===== config.mk =====
export PLATFORM = sky130hd
export DESIGN_NAME = divider_iterative_flat
export DESIGN_NICKNAME = d
export VERILOG_FILES = /design/src/rtl/divider_iterative_if.sv /design/src/rtl/divider_iterative.sv /design/src/flat_wrapper.sv
export SDC_FILE = /design/constraint.sdc
export NUM_CORES = 1
export LEC_CHECK = 0
export BUFFER_PORTS_ARGS = -buffer_cell sky130_fd_sc_hd__buf_2
export CORE_MARGIN = 2
export CORE_UTILIZATION = 40
export CTS_BUF_LIST = sky130_fd_sc_hd__clkbuf_16
export CTS_CLUSTER_SIZE = 8
export DETAILED_ROUTE_END_ITERATION = 8
export GPL_ROUTABILITY_DRIVEN = 1
export PLACE_DENSITY = 0.62
export SYNTH_ARGS = -nofsm -noshare
export SYNTH_HDL_FRONTEND = slang
export SYNTH_SLANG_ARGS = --single-unit

===== constraint.sdc =====
create_clock -name clk -period 9.1 [get_ports clk]
set_input_delay 0.91 -clock clk [delete_from_list [all_inputs] [get_ports clk]]
set_output_delay 0.91 -clock clk [all_outputs]
set_load 0.1 [all_outputs]

===== src/rtl/divider_iterative_if.sv =====
// Handshake and operand bundle between the EX-stage issue logic and divider_iterative.
interface divider_iterative_if #(
  parameter int XLEN = 32
);
  logic            startD;
  logic [1:0]      div_opcode;
  logic [XLEN-1:0] operand1;
  logic [XLEN-1:0] operand2;
  logic [XLEN-1:0] result_divide;
  logic            done;
  logic            div_use;

  modport master (
    output startD, div_opcode, operand1, operand2,
    input  result_divide, done, div_use
  );

  modport slave (
    input  startD, div_opcode, operand1, operand2,
    output result_divide, done, div_use
  );
endinterface


===== src/rtl/divider_iterative.sv =====
// Radix-2 restoring divider for RV32M DIV/DIVU/REM/REMU, one quotient bit per cycle.
// Optional macro DIV_EARLY_OUT_EN: |dividend| < |divisor| finishes on the 1-cycle special path.
module divider_iterative #(
  parameter int XLEN = 32
) (
  input  logic                clk,
  input  logic                rst,
  divider_iterative_if.slave  bus
);
  localparam int CW = $clog2(XLEN) + 1;

  localparam logic [1:0] S_IDLE = 2'd0;
  localparam logic [1:0] S_CALC = 2'd1;
  localparam logic [1:0] S_FIN  = 2'd2;

  logic [1:0]      state;
  logic            is_rem;
  logic            q_neg;
  logic            r_neg;
  logic [XLEN-1:0] quo;
  logic [XLEN-1:0] rem;
  logic [XLEN-1:0] dsr;
  logic [CW-1:0]   cnt;
  logic [XLEN-1:0] result_q;
  logic            done_q;

  function automatic logic [XLEN-1:0] neg_if(input logic [XLEN-1:0] v, input logic n);
    return n ? (~v + 1'b1) : v;
  endfunction

  // Start decode: magnitudes, sign flags and the special-case fast path
  logic                   accept;
  logic                   is_signed;
  logic signed [XLEN-1:0] op1_s;
  logic signed [XLEN-1:0] op2_s;
  logic                   a_neg;
  logic                   b_neg;
  logic [XLEN-1:0]        a_mag;
  logic [XLEN-1:0]        b_mag;
  logic                   div_zero;
  logic                   ovf;
  logic                   early;
  logic                   sp;
  logic [XLEN-1:0]        sp_q;
  logic [XLEN-1:0]        sp_r;

  // A start arriving in the done cycle is dropped so the pipeline sees one clean release.
  assign accept    = (state == S_IDLE) && bus.startD && !done_q;
  assign is_signed = ~bus.div_opcode[0];
  assign op1_s     = bus.operand1;
  assign op2_s     = bus.operand2;
  assign a_neg     = is_signed && (op1_s < 0);
  assign b_neg     = is_signed && (op2_s < 0);
  assign a_mag     = neg_if(bus.operand1, a_neg);
  assign b_mag     = neg_if(bus.operand2, b_neg);
  assign div_zero  = (bus.operand2 == '0);
  assign ovf       = is_signed && (bus.operand1 == {1'b1, {(XLEN-1){1'b0}}})
                     && (bus.operand2 == '1);
`ifdef DIV_EARLY_OUT_EN
  assign early     = !div_zero && (a_mag < b_mag);
`else
  assign early     = 1'b0;
`endif

  always_comb begin
    sp   = 1'b0;
    sp_q = '0;
    sp_r = '0;
    if (div_zero) begin
      sp   = 1'b1;
      sp_q = '1;
      sp_r = bus.operand1;
    end else if (ovf) begin
      sp   = 1'b1;
      sp_q = {1'b1, {(XLEN-1){1'b0}}};
      sp_r = '0;
    end else if (early) begin
      sp   = 1'b1;
      sp_q = '0;
      sp_r = bus.operand1;
    end
  end

  // Iteration: shift {rem, quo} left, trial-subtract the divisor XLEN+1 bits wide
  logic [XLEN:0]        rem_sh;
  logic signed [XLEN:0] trial;
  logic                 take;

  assign rem_sh = {rem, quo[XLEN-1]};
  assign trial  = rem_sh - {1'b0, dsr};
  assign take   = ~trial[XLEN];

  always_ff @(posedge clk or negedge rst) begin
    if (!rst) begin
      state    <= S_IDLE;
      is_rem   <= 1'b0;
      q_neg    <= 1'b0;
      r_neg    <= 1'b0;
      quo      <= '0;
      rem      <= '0;
      dsr      <= '0;
      cnt      <= '0;
      result_q <= '0;
      done_q   <= 1'b0;
    end else begin
      done_q <= 1'b0;
      case (state)
        S_IDLE: begin
          if (accept) begin
            is_rem <= bus.div_opcode[1];
            dsr    <= b_mag;
            cnt    <= '0;
            if (sp) begin
              quo   <= sp_q;
              rem   <= sp_r;
              q_neg <= 1'b0;
              r_neg <= 1'b0;
              state <= S_FIN;
            end else begin
              quo   <= a_mag;
              rem   <= '0;
              q_neg <= a_neg ^ b_neg;
              r_neg <= a_neg;
              state <= S_CALC;
            end
          end
        end
        S_CALC: begin
          rem <= take ? trial[XLEN-1:0] : rem_sh[XLEN-1:0];
          quo <= {quo[XLEN-2:0], take};
          cnt <= cnt + 1'b1;
          if (cnt == CW'(XLEN-1)) state <= S_FIN;
        end
        S_FIN: begin
          result_q <= is_rem ? neg_if(rem, r_neg) : neg_if(quo, q_neg);
          done_q   <= 1'b1;
          state    <= S_IDLE;
        end
        default: state <= S_IDLE;
      endcase
    end
  end

  assign bus.div_use       = accept || (state == S_CALC) || (state == S_FIN);
  assign bus.result_divide = result_q;
  assign bus.done          = done_q;
endmodule


===== src/flat_wrapper.sv =====
// flat-port wrapper written by rule: the top's interface ports become plain ports
module divider_iterative_flat 
#(
  parameter int XLEN = 32
)
  (clk, rst, bus_startD, bus_div_opcode, bus_operand1, bus_operand2, bus_result_divide, bus_done, bus_div_use);
  divider_iterative_if #(.XLEN(XLEN)) bus_i ();
  input  logic clk;
  input  logic rst;
  input wire logic [$bits(bus_i.startD)-1:0] bus_startD;
  input wire logic [$bits(bus_i.div_opcode)-1:0] bus_div_opcode;
  input wire logic [$bits(bus_i.operand1)-1:0] bus_operand1;
  input wire logic [$bits(bus_i.operand2)-1:0] bus_operand2;
  output wire logic [$bits(bus_i.result_divide)-1:0] bus_result_divide;
  output wire logic [$bits(bus_i.done)-1:0] bus_done;
  output wire logic [$bits(bus_i.div_use)-1:0] bus_div_use;
  assign bus_i.startD = bus_startD;
  assign bus_i.div_opcode = bus_div_opcode;
  assign bus_i.operand1 = bus_operand1;
  assign bus_i.operand2 = bus_operand2;
  assign bus_result_divide = bus_i.result_divide;
  assign bus_done = bus_i.done;
  assign bus_div_use = bus_i.div_use;
  divider_iterative #(.XLEN(XLEN)) u_core (.clk(clk), .rst(rst), .bus(bus_i));
endmodule

### Yosys cells after proc, flatten, opt, wreduce, memory -nomap -nowiden

Cells that the tools add are included.

| storage, ports and cells | value |
|---|---|
| register bits | 140 |
| output and inout bits | 34 |

| operators by class | value |
|---|---|
| add/sub/neg operators | 6 |
| order comparisons | 2 |
| equality and inequality tests | 7 |
| multiplexer cells | 26 |
| bitwise logic cells | 7 |
| reduce and logical (&&, ||, !) cells | 15 |

Operator list:

| operator | count |
|---|---|
| 32-bit two-way mux | 13 |
| 32-bit by 1-bit adder with 32-bit output (second input constant) | 4 |
| 32-bit inverter | 4 |
| 32-bit case mux with 2 select lines | 2 |
| 32-bit == test (second input constant) | 2 |
| 32-bit by 1-bit < comparator with 1-bit output (second input constant) | 2 |
| 33-bit by 32-bit subtractor with 33-bit output | 1 |
| 32-bit zero test | 1 |
| 6-bit case mux with 2 select lines | 1 |
| 6-bit by 1-bit adder with 6-bit output (second input constant) | 1 |
| 6-bit by 5-bit == test with 1-bit output (second input constant) | 1 |
| 1-bit logical AND | 6 |
| 2-bit two-way mux | 3 |
| 6-bit two-way mux | 1 |
| 2-bit AND reduction | 3 |
| 1-bit two-way mux | 5 |
| 2-bit by 1-bit != test with 1-bit output (second input constant) | 2 |
| 2-bit case mux with 2 select lines | 1 |
| 2-bit by 1-bit == test with 1-bit output (second input constant) | 1 |
| 2-bit == test (second input constant) | 1 |
| 2-bit zero test | 1 |
| 1-bit logical OR | 2 |
| 1-bit inverter | 2 |
| 2-bit nonzero test | 1 |
| 2 further kinds | 2 |

### Depth between registers and ports, before layout

| depth | value |
|---|---|
| depth after elaboration | 8 |
| depth in mapped cells | 13 |
| gate-level depth less buffers | 12 |

### Worst setup path after synthesis

No wires, ideal clock.

| timing | value |
|---|---|
| kind | in2out |
| start point | in bus_startD |
| end point | out bus_div_use |
| data arrival time | 2.840 ns |
| data required time | 8.190 ns |
| path slack | 5.350 ns |
| stages on the path | 5 |
| buffers on the path | 3 |
| path through | or4b_2 > clkbuf_1 > clkbuf_1 > buf_1 > nand3_1 |

| between the ends | value |
|---|---|
| cells in the longest elaborated chain, start to end | 4 |

Ends and longest elaborated chain:

| what | line | RTL |
|---|---|---|
| from (decl) | flat_wrapper.sv:10 | `input wire logic [$bits(bus_i.startD)-1:0] bus_startD;` |
| 1-bit logical AND (2 in a row) | divider_iterative.sv:48 | `assign accept = (state == S_IDLE) && bus.startD && !done_q;` |
| 1-bit logical OR (2 in a row) | divider_iterative.sv:144 | `assign bus.div_use = accept \|\| (state == S_CALC) \|\| (state == S_FIN);` |
| to (decl) | flat_wrapper.sv:16 | `output wire logic [$bits(bus_i.div_use)-1:0] bus_div_use;` |

Every way passes these cells.

### Worst setup path after layout

| timing | value |
|---|---|
| start point | reg u_core.quo[31] |
| end point | reg u_core.rem[28] |

| between the ends | value |
|---|---|
| cells in the longest elaborated chain, start to end | 3 |

Ends and longest elaborated chain:

| what | line | RTL |
|---|---|---|
| from (decl) | divider_iterative.sv:20 | `logic [XLEN-1:0] quo;` |
| from (signal assigned) | divider_iterative.sv:114 | `quo <= sp_q;` |
| from (signal assigned) | divider_iterative.sv:120 | `quo <= a_mag;` |
| from (signal assigned) | divider_iterative.sv:130 | `quo <= {quo[XLEN-2:0], take};` |
| 33-bit by 32-bit subtractor with 33-bit output | divider_iterative.sv:90 | `assign trial = rem_sh - {1'b0, dsr};` |
| 32-bit two-way mux | divider_iterative.sv:129 | `rem <= take ? trial[XLEN-1:0] : rem_sh[XLEN-1:0];` |
| 32-bit case mux with 2 select lines | divider_iterative.sv:107 | `case (state)` |
| to (signal assigned) | divider_iterative.sv:115 | `rem <= sp_r;` |
| to (signal assigned) | divider_iterative.sv:129 |  |
| to (decl) | divider_iterative.sv:21 | `logic [XLEN-1:0] rem;` |

Every way passes these cells.
A chain may end at the register's enable or synchronous reset.

==> reports/results.txt <==
status -> finished clean
Pins Over Slew Limit -> 0
hold-fix buffer count after cts -> 0
final worst clock skew -> 10.6 ps
fmax -> 0.259 GHz
Core Footprint -> 26700 sq um
CP Class -> reg -> reg
first-pass GRT wire length -> 53300 microns
final hold violations -> 0
crit share post-route -> 42.4%
Avg Cell Area, Syn -> 7.94 sq um
gp weighted congestion -> 0.886
worst-skew pair later-pin latency -> 430 ps
Synth top area share -> 32.4%
Async SR Flop Fraction -> 100%
via count -> 10.2k
Max FO, Critical Path -> 46
WL final -> 32500 microns
ANT cells -> 0
row cnt -> 60
port buffer count -> 102
Post-synth EDFFs -> 0
Tightest Pin Transition -> 1150 ps
top cell type by total area after synthesis -> dfrtp_1
YS warnings -> 0
initial antenna violation count -> 0
Worst setup EP type -> register
setup bufs post-CTS -> 0
WL/cell -> 18.4 microns
hold path start -> u_core.bus.result_divide[11]$_DFFE_PN0P_
Top Ports -> 103
Post-Synthesis Cells -> 1359
most frequent cells in the layout -> 185 x nand2_1, 181 x o21ai_0, 140 x dfrtp_1
Via density -> 5.76
CP Launch Type -> register
Root Buffer -> clkbuf_16
setup_tns -> 0 ps
Initial Util -> 40.4%
overall routing resource usage -> 23.6%
worst hold path type -> reg -> reg
Detail Route Antenna Nets -> 0
Resized cells post-CTS -> 0
Area growth, synth to finish -> 13.0%
routed wl met3 -> 1430 microns
first-pass detailed-route iteration total -> 5
Max Cap Viol -> 0
Worst EP arrival -> 4150 ps
CTS H-tree lvls -> 4
delay-heaviest family, CP -> compound AO/OA/AOI/OAI gates
Hold Path Sink -> u_core.bus.result_divide[11]$_DFFE_PN0P_
DR WL met2 -> 15700 microns
clock sink total -> 140
nets -> 1522
full die area -> 28300 sq um
Distinct cells, synth -> 67
wl on met1 -> 14300 microns
Seq/Total Area, Yosys -> 32.4%
WP data required -> 9390 ps
layout cell share with drive strength beyond 1 -> 11.6%
commonest non-fill, non-tap cell in the layout -> nand2_1
dominant cells by area after synthesis -> dfrtp_1 32%, o21ai_0 8.4%, xnor2_1 6.7%, nand2_1 6.4%, xor2_1 4.9%
Top FF cell, synth -> dfrtp_1
Worst slew margin -> 23.4%
setup violators final -> 0
RR Startpoint -> u_core.quo[31]$_DFFE_PN0P_
CTS tree -> yes
Mapped Area -> 10800 sq um
Reg2Reg Depth -> 13
largest net degree at the start of global routing -> 100
top routing layer in use -> met4
Critical Path Max Stage Delay -> 530 ps
Die H -> 168 microns
die width -> 168 microns
Detailed Place HPWL -> 23800 microns
Reg2Reg Setup Slack -> 5240 ps
fin crit period -> 3860 ps
clock-pin slew of the registers on the worst-case setup and hold paths -> 60 ps
R2R Path End -> u_core.rem[28]$_DFFE_PN0P_
#FFs+latches synth -> 140
worst-path cell chain -> inv_1, ha_1, fa_1, nand2b_1, a21oi_1, o211ai_1, o211ai_1, a21oi_1, o211ai_4, buf_4, nor2_1, a211oi_1, a31oi_1
vias in the first global route -> 10.0k
Crit-path slowest cell -> buf_4
Hold Path Depth -> 2
RSZ-0062 raised after global routing -> no
drt initial violations -> 720
DRC Markers -> 0
Max Root-Sink Buffers -> 2
Buf+Inv Stages, Crit Path -> 2
Syn Nets -> 1467
Num CTS Buffers -> 17
gr ovfl total -> 0
## metrics by stage
stage / hold WS [ps] / cells / instance area [sq um] / utilization (%) / worst slack (ps)
after floorplan: 450 / 1359 / 10800 / - / 5350
after global placement: 458 / 1736 / 11600 / 43.2 / 5120
after detailed placement: 466 / 1736 / 11600 / 43.2 / 5110
after CTS: 479 / 1768 / 12200 / 45.7 / 5310
after global routing: 498 / 1768 / 12200 / 45.7 / 4920
final: 475 / 1768 / 12200 / 45.7 / 5240
## worst max-delay path by stage
stage | start | to | slack (ps) | cells past startpoint
finish | u_core.quo[31]$_DFFE_PN0P_ | u_core.rem[28]$_DFFE_PN0P_ | 5240 | 13
global route | u_core.quo[31]$_DFFE_PN0P_ | u_core.rem[28]$_DFFE_PN0P_ | 4920 | 13
CTS | u_core.quo[31]$_DFFE_PN0P_ | u_core.rem[28]$_DFFE_PN0P_ | 5310 | 13
detailed placement | bus_operand2[0] | u_core.quo[31]$_DFFE_PN0P_ | 5110 | 11
global placement | bus_operand2[25] | u_core.quo[31]$_DFFE_PN0P_ | 5120 | 10
floorplan | bus_startD | bus_div_use | 5350 | 5
## flip-flops by register name (all words and copies together) (netlist names)
register,flops
u_core.bus.done,1
u_core.bus.result_divide,32
u_core.cnt,6
u_core.dsr,32
u_core.r_neg,1
u_core.q_neg,1
u_core.rem,32
u_core.is_rem,1
u_core.state,2
u_core.quo,32
## worst min-delay path, stage by stage, from the launching register on
cell	delay, ps
dfrtp_1	330
nand2_1	50
o21ai_0	60
## cells by family (layout without fill, tap and decap cells)
| kind of cell | Yosys count | count (layout) | share of synthesized area (%) |
|---|---|---|---|
| multiplexers | 23 | 23 | 2.13 |
| flip-flops | 140 | 140 | 32.4 |
| AND/OR/NAND/NOR | 441 | 441 | 19.7 |
| AO/OA/AOI/OAI | 442 | 442 | 24.9 |
| adder cells (fa/ha/maj) | 39 | 39 | 4.59 |
| buffers and inverters | 131 | 199 | 4.60 |
| XOR/XNOR | 143 | 143 | 11.6 |
## layer usage
layer  vias to the layer above  track usage, %
met4                         0            8.21
met2                       268            39.9
met1                      4858            30.5
li1                       5001               -
met5                         -               0
met3                        56            3.90
## cell usage after synthesis, types with 9 or more instances
cell,instances
nand2_1,185
o21ai_0,181
dfrtp_1,140
a21oi_1,95
xnor2_1,82
clkbuf_1,66
nor2_1,66
xor2_1,61
inv_1,54
nand3_1,43
ha_1,38
o31ai_1,29
and3_1,28
a211oi_1,25
mux2i_1,23
nor3_1,21
o22ai_1,15
o41ai_1,14
nand2b_1,13
nand4_1,13
nor2b_1,13
nor4_1,13
a31oi_1,12
a21o_1,10
or3_1,10
o211ai_1,9
## final cells by class
type	count	area, sq um
fill	2672	14500
multi-input combinational	1088	6830
sequential	140	3500
timing repair buffer	113	599
tap	341	427
clock buffer	17	425
clock inverter	15	223
inverter	54	203
Power is left out: the tool's default activity adds up to more than one toggle a clock period on the data nets, which glitch-free logic cannot reach.
